[config.mk]
export PLATFORM = sky130hd
export DESIGN_NAME = cpu_sequencer
export DESIGN_NICKNAME = d
export VERILOG_FILES = /design/src/rtl/cpu_sequencer.sv
export SDC_FILE = /design/constraint.sdc
export NUM_CORES = 1
export LEC_CHECK = 0
export ABC_AREA = 1
export CAP_MARGIN = 30
export CORE_UTILIZATION = 43
export DETAILED_ROUTE_END_ITERATION = 7
export PLACE_DENSITY = 0.85
export SLEW_MARGIN = 20
export SYNTH_ARGS = -nofsm -noshare
export SYNTH_HDL_FRONTEND = slang
export SYNTH_SLANG_ARGS = --single-unit
[constraint.sdc]
create_clock -name clk -period 1.75 [get_ports clk]
set_input_delay 0.525 -clock clk [delete_from_list [all_inputs] [get_ports clk]]
set_output_delay 0.525 -clock clk [all_outputs]
set_load 0.05 [all_outputs]
[src/rtl/cpu_sequencer.sv]
// Multi-cycle fetch/decode/execute/memory/writeback sequencer; owns PC and IR.
// Latency: 4 cycles per ALU/branch/jump, 5 per load/store, plus 1 per memory wait cycle.
// Backpressure: holds imem_req/dmem_req until the matching ready; FETCH may time out into a sticky FAULT.
//
// Ports:
//   clk, rst                       core clock, synchronous active-high reset
//   imem_req/addr/ready/rdata      instruction fetch handshake (addr = pc)
//   instruction, pc                IR to the decoder, current PC
//   dec_*                          static decoder outputs for the instruction in IR
//   alu_rd_result, alu_pc_result   branch compare value and branch/jump target
//   dmem_req/we/ready              data access handshake
//   reg_wren                       one-cycle register-file write strobe
//   busy, fault                    sequencer activity, sticky fetch-timeout flag
//   cycle_count, instret_count     only when SEQUENCER_PERF_COUNTERS_EN is defined
module cpu_sequencer #(
  parameter logic [31:0] RESET_PC     = 32'h0000_0000,
  parameter int unsigned IMEM_TIMEOUT = 16
) (
  input  logic        clk,
  input  logic        rst,
  output logic        imem_req,
  output logic [31:0] imem_addr,
  input  logic        imem_ready,
  input  logic [31:0] imem_rdata,
  output logic [31:0] instruction,
  output logic [31:0] pc,
  input  logic        dec_reg_wren,
  input  logic        dec_ram_wren,
  input  logic        dec_reg_write_data_src,
  input  logic [1:0]  dec_next_pc_src,
  input  logic [31:0] alu_rd_result,
  input  logic [31:0] alu_pc_result,
  output logic        dmem_req,
  output logic        dmem_we,
  input  logic        dmem_ready,
  output logic        reg_wren,
  output logic        busy,
  output logic        fault
`ifdef SEQUENCER_PERF_COUNTERS_EN
  ,
  output logic [63:0] cycle_count,
  output logic [63:0] instret_count
`endif
);

  localparam logic [31:0] NOP = 32'h0000_0013;

  typedef enum logic [2:0] {
    S_FETCH,
    S_DECODE,
    S_EXECUTE,
    S_MEMORY,
    S_WRITEBACK,
    S_FAULT
  } state_t;

  state_t      state;
  logic [31:0] pc_q;
  logic [31:0] ir_q;
  logic [31:0] wait_cnt;
  logic        fault_q;
  logic        taken;

  // Branch resolution from the decoder's next-PC select and the ALU compare value.
  always_comb begin
    taken = 1'b0;
    case (dec_next_pc_src)
      2'd0:    taken = 1'b0;
      2'd1:    taken = 1'b1;
      2'd2:    taken = (alu_rd_result == 32'd0);
      default: taken = (alu_rd_result != 32'd0);
    endcase
  end

  always_ff @(posedge clk) begin
    if (rst) begin
      state    <= S_FETCH;
      pc_q     <= RESET_PC;
      ir_q     <= NOP;
      wait_cnt <= 32'd0;
      fault_q  <= 1'b0;
    end else begin
      case (state)
        S_FETCH: begin
          if (imem_ready) begin
            ir_q     <= imem_rdata;
            wait_cnt <= 32'd0;
            state    <= S_DECODE;
          end else if ((IMEM_TIMEOUT != 0) && (wait_cnt == IMEM_TIMEOUT - 1)) begin
            // This is the IMEM_TIMEOUT-th consecutive non-ready cycle.
            fault_q <= 1'b1;
            state   <= S_FAULT;
          end else begin
            wait_cnt <= wait_cnt + 32'd1;
          end
        end
        S_DECODE:  state <= S_EXECUTE;
        S_EXECUTE: state <= (dec_ram_wren || dec_reg_write_data_src) ? S_MEMORY : S_WRITEBACK;
        S_MEMORY: begin
          if (dmem_ready) begin
            state <= S_WRITEBACK;
          end
        end
        S_WRITEBACK: begin
          // Targets are forced word-aligned; sequential PC wraps naturally at 32 bits.
          pc_q  <= taken ? {alu_pc_result[31:2], 2'b00} : pc_q + 32'd4;
          state <= S_FETCH;
        end
        S_FAULT: state <= S_FAULT;
        default: state <= S_FAULT;
      endcase
    end
  end

  // Request/strobe outputs decode from state; gating with rst drops them
  // in the very cycle reset is applied so an in-flight access is abandoned.
  assign imem_req    = (state == S_FETCH) && !rst;
  assign imem_addr   = pc_q;
  assign instruction = ir_q;
  assign pc          = pc_q;
  assign dmem_req    = (state == S_MEMORY) && !rst;
  assign dmem_we     = dmem_req && dec_ram_wren;
  assign reg_wren    = (state == S_WRITEBACK) && dec_reg_wren && !rst;
  assign busy        = (state != S_FETCH);
  assign fault       = fault_q;

`ifdef SEQUENCER_PERF_COUNTERS_EN
  always_ff @(posedge clk) begin
    if (rst) begin
      cycle_count   <= 64'd0;
      instret_count <= 64'd0;
    end else begin
      if (state != S_FAULT) begin
        cycle_count <= cycle_count + 64'd1;
      end
      if (state == S_WRITEBACK) begin
        instret_count <= instret_count + 64'd1;
      end
    end
  end
`else
  // Performance counters are not built in this configuration.
`endif

endmodule

==> out/results.ini, run 1 <==
[status]
status=finished, violations left
failed_checks=setup timing

[grt]
grt_usage_pct=27.6
first_global_vias=7525
overflow=0
grt_max_degree=45
grt_pass1_wl_um=35500
antenna_found_initial=0

[floorplan]
die_y_um=124
io_pins=207
die_w_um=124
die_area_mm2=0.0155
initial_utilization_pct=44.1
core_area_mm2=0.0146
rows=44

[worst_hold_path]
hold_path.class=flip-flop to flip-flop
worstHoldPathCells=2
hp-start=wait_cnt[27]
holdPathEnd=wait_cnt[27]

[finish]
area_growth_pct=64.4
instances_no_fill=1470
multi_input_area_mm2=0.00419
regArea_mm2=0.00201
final_nets=1388
drive_gt1_share_pct=33.4
num_antenna_cells=0
final_area_mm2=0.0106
fillers=1025
fin_util_pct=72.5

[place]
post-place-ws_ps=-473
dp_hpwl_um=15300
gp_routability_congestion=1.01
dp_cells=1433
placed_area_mm2=0.00952
portBuffers=200

[detailed_routing]
antenna_left=0
wl_per_cell_um=16.5
drt_first_pass_iters=6
routed_via_density=5.54
drt-total-wl_um=24200
drc=0
via_count=8137
drt_iter0_markers=1221

[timing]
fmax_mhz=527
fin_skew_ps=5.76
finalSetupTns_ps=-750
tightest_slew_ps=664
max-slew-margin-rel_pct=55.7
maxSlewViolCount=0
rsz0062_at_grt=true
hold_viol=0
finalWorstSetupSlack_ps=-146
period_share_pct=108
final-setup-viol-count=12
period_needed_ps=1900

[clocking]
cts_tree=yes
clock_sinks=98
cts_buffers=9
clkTransAtPathRegs_ps=70
cts_buffer_depth=2
insertion_delay_ps=350
cts.hold.buffers_added=0
cts-root-buf=clkbuf_16
htree_num_levels=3

[power_and_ir_drop]
ir_drop_mv=0.877
powerDensity_mw_per_mm2=1110
power.leakage_nw=4.34

[setup_path]
path_max_fanout=4
endpoint_kind=flip-flop
required_ps=1950
ff2ff_setup_slack_ps=-150
arrival_ps=2100
path_class=flip-flop to flip-flop
r2r-end=imem_addr[31]
worstRegToRegCells=11
worst_setup_path_start_kind=flip-flop
reg2reg_from=imem_addr[18]

[synth]
async_reset_ff_share_pct=0
yosys-top-cells-area=dfxtp_1, nand2_1, nor2_1
synth-edff-count=0
avgSynthCellArea_um2=6.16
synthesis.area_mm2=0.00644
synth_top_area_cell=dfxtp_1
ys_ff_latch=98
ys_warn_count=0
synth_top_cell_area_share_pct=30.5
synthFlopType=dfxtp_1
ys_types=42
syn-instance-count=1045
yosysSeqAreaShare_pct=30.5

[flow_run]
drv_cap=0

-- sequential cells by signal, summed over array words and instances (netlist names) --
register and flops:
fault 1, wait_cnt 32, state 3, imem_addr 30, instruction 32
-- cells in the mapped netlist, types with 4 or more instances --
library cell and number:
nand4_1 14, xnor2_1 9, xor2_1 11, a21oi_1 48, nor3_1 15, nand3b_1 11, clkbuf_1 14, inv_1 102
buf_2 13, nor2_1 186, nand2_1 271, o21ai_0 46, nor2_2 6, dfxtp_1 98, a21oi_2 11, nor3_2 4
nand3_1 105, nand2_2 11, buf_4 35
-- stage by stage --
stage                     total power, mW  hold WS, ps
after floorplan                      6.47          450
after global placement               8.76          467
after detailed placement             8.88          475
after CTS                            11.4          484
after global routing                 12.2          502
final                                11.8          484
-- cell usage in the layout (no fill, tap or decap), drive strengths merged, types with 4 or more instances in the layout --
| cell | synthesis | routed |
|---|---|---|
| nand2 | 283 | 285 |
| nor2 | 196 | 196 |
| buf | 57 | 190 |
| nand3 | 107 | 107 |
| inv | 104 | 106 |
| dfxtp | 98 | 98 |
| clkdlybuf4s50 | 0 | 66 |
| a21oi | 59 | 59 |
| o21ai | 48 | 48 |
| clkbuf | 15 | 35 |
| nor3 | 20 | 20 |
| nand4 | 14 | 14 |
| nand3b | 11 | 11 |
| xor2 | 11 | 11 |
| xnor2 | 9 | 9 |
| clkdlybuf4s15 | 0 | 8 |
| clkinv | 2 | 4 |
| conb | 1 | 4 |
-- metal layers --
layer  global-route usage, %  wire length, um  vias to the layer above
met4                    13.4             1320                        0
li1                        -                -                     3744
met2                    50.3            12100                      537
met5                       0                0                        -
met3                    5.63             1930                      136
met1                    30.3             8860                     3720
-- worst max-delay path by stage --
stage / start / endpoint
2_1_floorplan: rst / reg_wren
3_3_place_gp: alu_rd_result[29] / imem_addr[2]
3_5_place_dp: alu_rd_result[19] / imem_addr[17]
4_1_cts: dec_reg_wren / reg_wren
5_1_grt: imem_addr[18] / imem_addr[27]
6_report: imem_addr[18] / imem_addr[31]
-- layout make-up --
cell class / instances / share of cell area (%)
multi-input combinational: 774 / 39.6
timing repair buffer: 292 / 32.4
clock buffer: 10 / 2.16
tap: 184 / 2.18
inverter: 106 / 3.81
clock inverter: 6 / 0.828
sequential: 98 / 19.0
-- where the power goes --
group / internal [mW] / leakage, nW / switching [mW] / total (mW)
registers: 2.65 / 0.814 / 0.360 / 3.01
clock network: 1.26 / 0.157 / 0.905 / 2.16
logic: 2.65 / 3.37 / 3.94 / 6.59
-- logic make-up (layout without fill, tap and decap cells) --
group           count (synthesis)  count (layout)  synth area share, %
simple gates                  637             639                 43.5
buf+inv                       178             414                 13.6
compound gates                109             109                 9.21
flops                          98              98                 30.5
xor+xnor                       20              20                 2.72
fa+ha+maj                       2               2                0.389
other cells                     1               4               0.0583
-- worst max-delay path, stage by stage, from the launching register on --
cell	delay (ps)
dfxtp_1	420
nand2_1	140
nor2_1	270
nand2_1	150
nor2_1	250
nand2_1	100
nand2_1	70
nand2_1	60
inv_1	60
nand3_1	60
nand3_1	90
a21oi_1	80
-- repair_timing --
item / in CTS / in global routing
cloned: 4 / 2
endpoints found under the setup margin: 65 / 72
pin swaps: 12 / 83
gates resized for setup: 67 / 217
setup buffers: 6 / 9
(Power assumes the default switching activity.)
==> run 2, diff against run 1 <==
--- a/config.mk
+++ b/config.mk
@@ -6,11 +6,11 @@
 export NUM_CORES = 1
 export LEC_CHECK = 0
 export ABC_AREA = 1
-export CAP_MARGIN = 30
+export CAP_MARGIN = 10
 export CORE_UTILIZATION = 43
 export DETAILED_ROUTE_END_ITERATION = 7
+export MAX_ROUTING_LAYER = met4
 export PLACE_DENSITY = 0.85
-export SLEW_MARGIN = 20
 export SYNTH_ARGS = -nofsm -noshare
 export SYNTH_HDL_FRONTEND = slang
 export SYNTH_SLANG_ARGS = --single-unit
==> out/results.ini, run 2 (same netlist as run 1, synthesis figures left out) <==
[clocking]
htree_num_levels=3  ; unchanged
clkTransAtPathRegs_ps=60  ; about the same
cts_buffers=9  ; unchanged
insertion_delay_ps=360  ; about the same
cts_tree=yes
clock_sinks=98  ; unchanged
cts-root-buf=clkbuf_16
cts_buffer_depth=2  ; unchanged

[grt]
grt_usage_pct=28.6  ; +0.99 points
antenna_found_initial=1  ; +1
grt_pass1_wl_um=35700  ; +0.45%
overflow=0  ; unchanged
first_global_vias=7477  ; -0.64%
grt_max_degree=45  ; unchanged

[power_and_ir_drop]
p_seq_share_pct=26.4  ; +0.8 points
total_power_mw=11.5  ; -2.5%
p_int_mw=6.26  ; -4.6%
combPwrFrac_pct=57.4  ; +1.4 points
power_frac_clock_pct=16.2  ; -2.2 points
p_sw_mw=5.22  ; +0.24%
powerDensity_mw_per_mm2=1080  ; -3.1%
ir_drop_mv=1.09  ; +25%
switching_share_pct=45.5  ; +1.2 points
power.leakage_nw=4.41  ; +1.5%

[setup_path]
required_ps=1220  ; -730 ps
path_class=flip-flop to primary output
endpoint_kind=primary output
ff2ff_setup_slack_ps=-30  ; +120 ps
worstRegToRegCells=11  ; unchanged
arrival_ps=1300  ; -800 ps
reg2reg_from=imem_addr[5]
r2r-end=imem_addr[27]
path_max_fanout=4  ; unchanged
worst_setup_path_start_kind=flip-flop

[detailed_routing]
wl_per_cell_um=16.3  ; -0.91%
routed_via_density=5.55  ; +0.19%
antenna_left=0  ; unchanged
drt_iter0_markers=1026  ; -16%
drc=45  ; +45
drt-total-wl_um=24000  ; -0.64%
via_count=8175  ; +0.47%
drt_first_pass_iters=8  ; +2

[timing]
final-setup-viol-count=9  ; -3
fin_skew_ps=11.8  ; +5.99 ps
rsz0062_at_grt=true
hold_viol=0  ; unchanged
fmax_mhz=549  ; +4.1%
finalSetupTns_ps=-279  ; +470 ps
finalWorstSetupSlack_ps=-70.5  ; +75.4 ps
maxSlewViolCount=0  ; unchanged
period_needed_ps=1820  ; -75.4 ps
holdWs_ps=484  ; -0.749 ps
tightest_slew_ps=629  ; -35.0 ps
period_share_pct=104  ; -4.3 points
max-slew-margin-rel_pct=58.1  ; +2.3 points

[finish]
final_area_mm2=0.0107  ; +0.63%
area_growth_pct=65.5
drive_gt1_share_pct=30.8  ; -2.6 points
instances_no_fill=1474  ; +0.27%
final_nets=1393  ; +0.36%
fin_util_pct=73.0  ; +0.45 points
layout_commonest_cell=nand2_1
final_cell_mix=nand2_1, nor2_1, buf_4

[place]
portBuffers=200  ; unchanged
dp_hpwl_um=15200  ; -0.29%
dp_cells=1433  ; unchanged
gp_routability_congestion=1.01  ; +0.67%
post-place-ws_ps=-476  ; -3.01 ps
placed_area_mm2=0.00952  ; unchanged

[status]
status=finished, violations left
failed_checks=DRC, setup timing

[floorplan]
die_area_mm2=0.0155  ; unchanged
die_y_um=124  ; unchanged
io_pins=207  ; unchanged
rows=44  ; unchanged
die_w_um=124  ; unchanged
initial_utilization_pct=44.1  ; unchanged
core_area_mm2=0.0146  ; unchanged

[flow_run]
drv_cap=0  ; unchanged

[worst_hold_path]
hp-start=wait_cnt[27]
worstHoldPathCells=2  ; unchanged
holdPathEnd=wait_cnt[27]
hold_path.class=flip-flop to flip-flop

-- run 2: cell count changes in the layout (fill, tap and decap cells not counted), sizes merged, moves of 2 or more --
cell / delta
clkbuf: -11
buf: +3
clkdlybuf4s15: +12
bufinv: -2
dlymetal6s2s: -2
-- run 2: area by class of cell --
type                       count  area, um2
tap                          184        230
antenna                        1       2.50
multi-input combinational    775       4180
inverter                     106        414
clock buffer                  10        229
sequential                    98       2010
fill                        1024       3940
clock inverter                 4       30.0
timing repair buffer         296       3550
-- run 2: metal layers --
metal	wire, um	vias to the layer above	share of wire, %	GRT usage [%]
met2	12000	517	50	49.0
met4	1310	0	5.5	14.7
met5	0	-	0	-
li1	-	3767	-	-
met3	2150	165	8.9	5.80
met1	8620	3726	36	31.3
-- run 2: worst max-delay path, cell delays in order (launching register included) --
cell and delay [ps]:
dfxtp_4 370, nor2_4 180, nand2_4 110, buf_6 140, buf_12 140
-- run 2: worst max path at each step --
stage          slack [ps]           end              start  depth (start not counted)
2_1_floorplan         -40      reg_wren                rst                          5
3_3_place_gp         -420  imem_addr[2]  alu_rd_result[29]                         12
3_5_place_dp         -480  imem_addr[2]  alu_rd_result[29]                         12
4_1_cts               -70      dmem_req           state[1]                          5
5_1_grt              -130  wait_cnt[31]        wait_cnt[8]                         10
6_report              -70          busy           state[0]                          4
-- run 2: repair_timing --
action	CTS	global route
endpoints found under the setup margin	63	70
pin swaps	9	75
gates resized for setup	79	177
hold buffers	0	0
gates cloned	6	2
setup buffers	7	13
-- run 2: power groups by stage --
stage | Clock (mW) | Sequential (mW) | Combinational, mW
2_1_floorplan | 0 | 4.14 | 2.33
3_3_place_gp | 0 | 2.97 | 5.80
3_5_place_dp | 0 | 3.00 | 5.88
4_1_cts | 1.87 | 2.98 | 6.23
5_1_grt | 1.97 | 3.07 | 6.89
6_report | 1.86 | 3.03 | 6.59
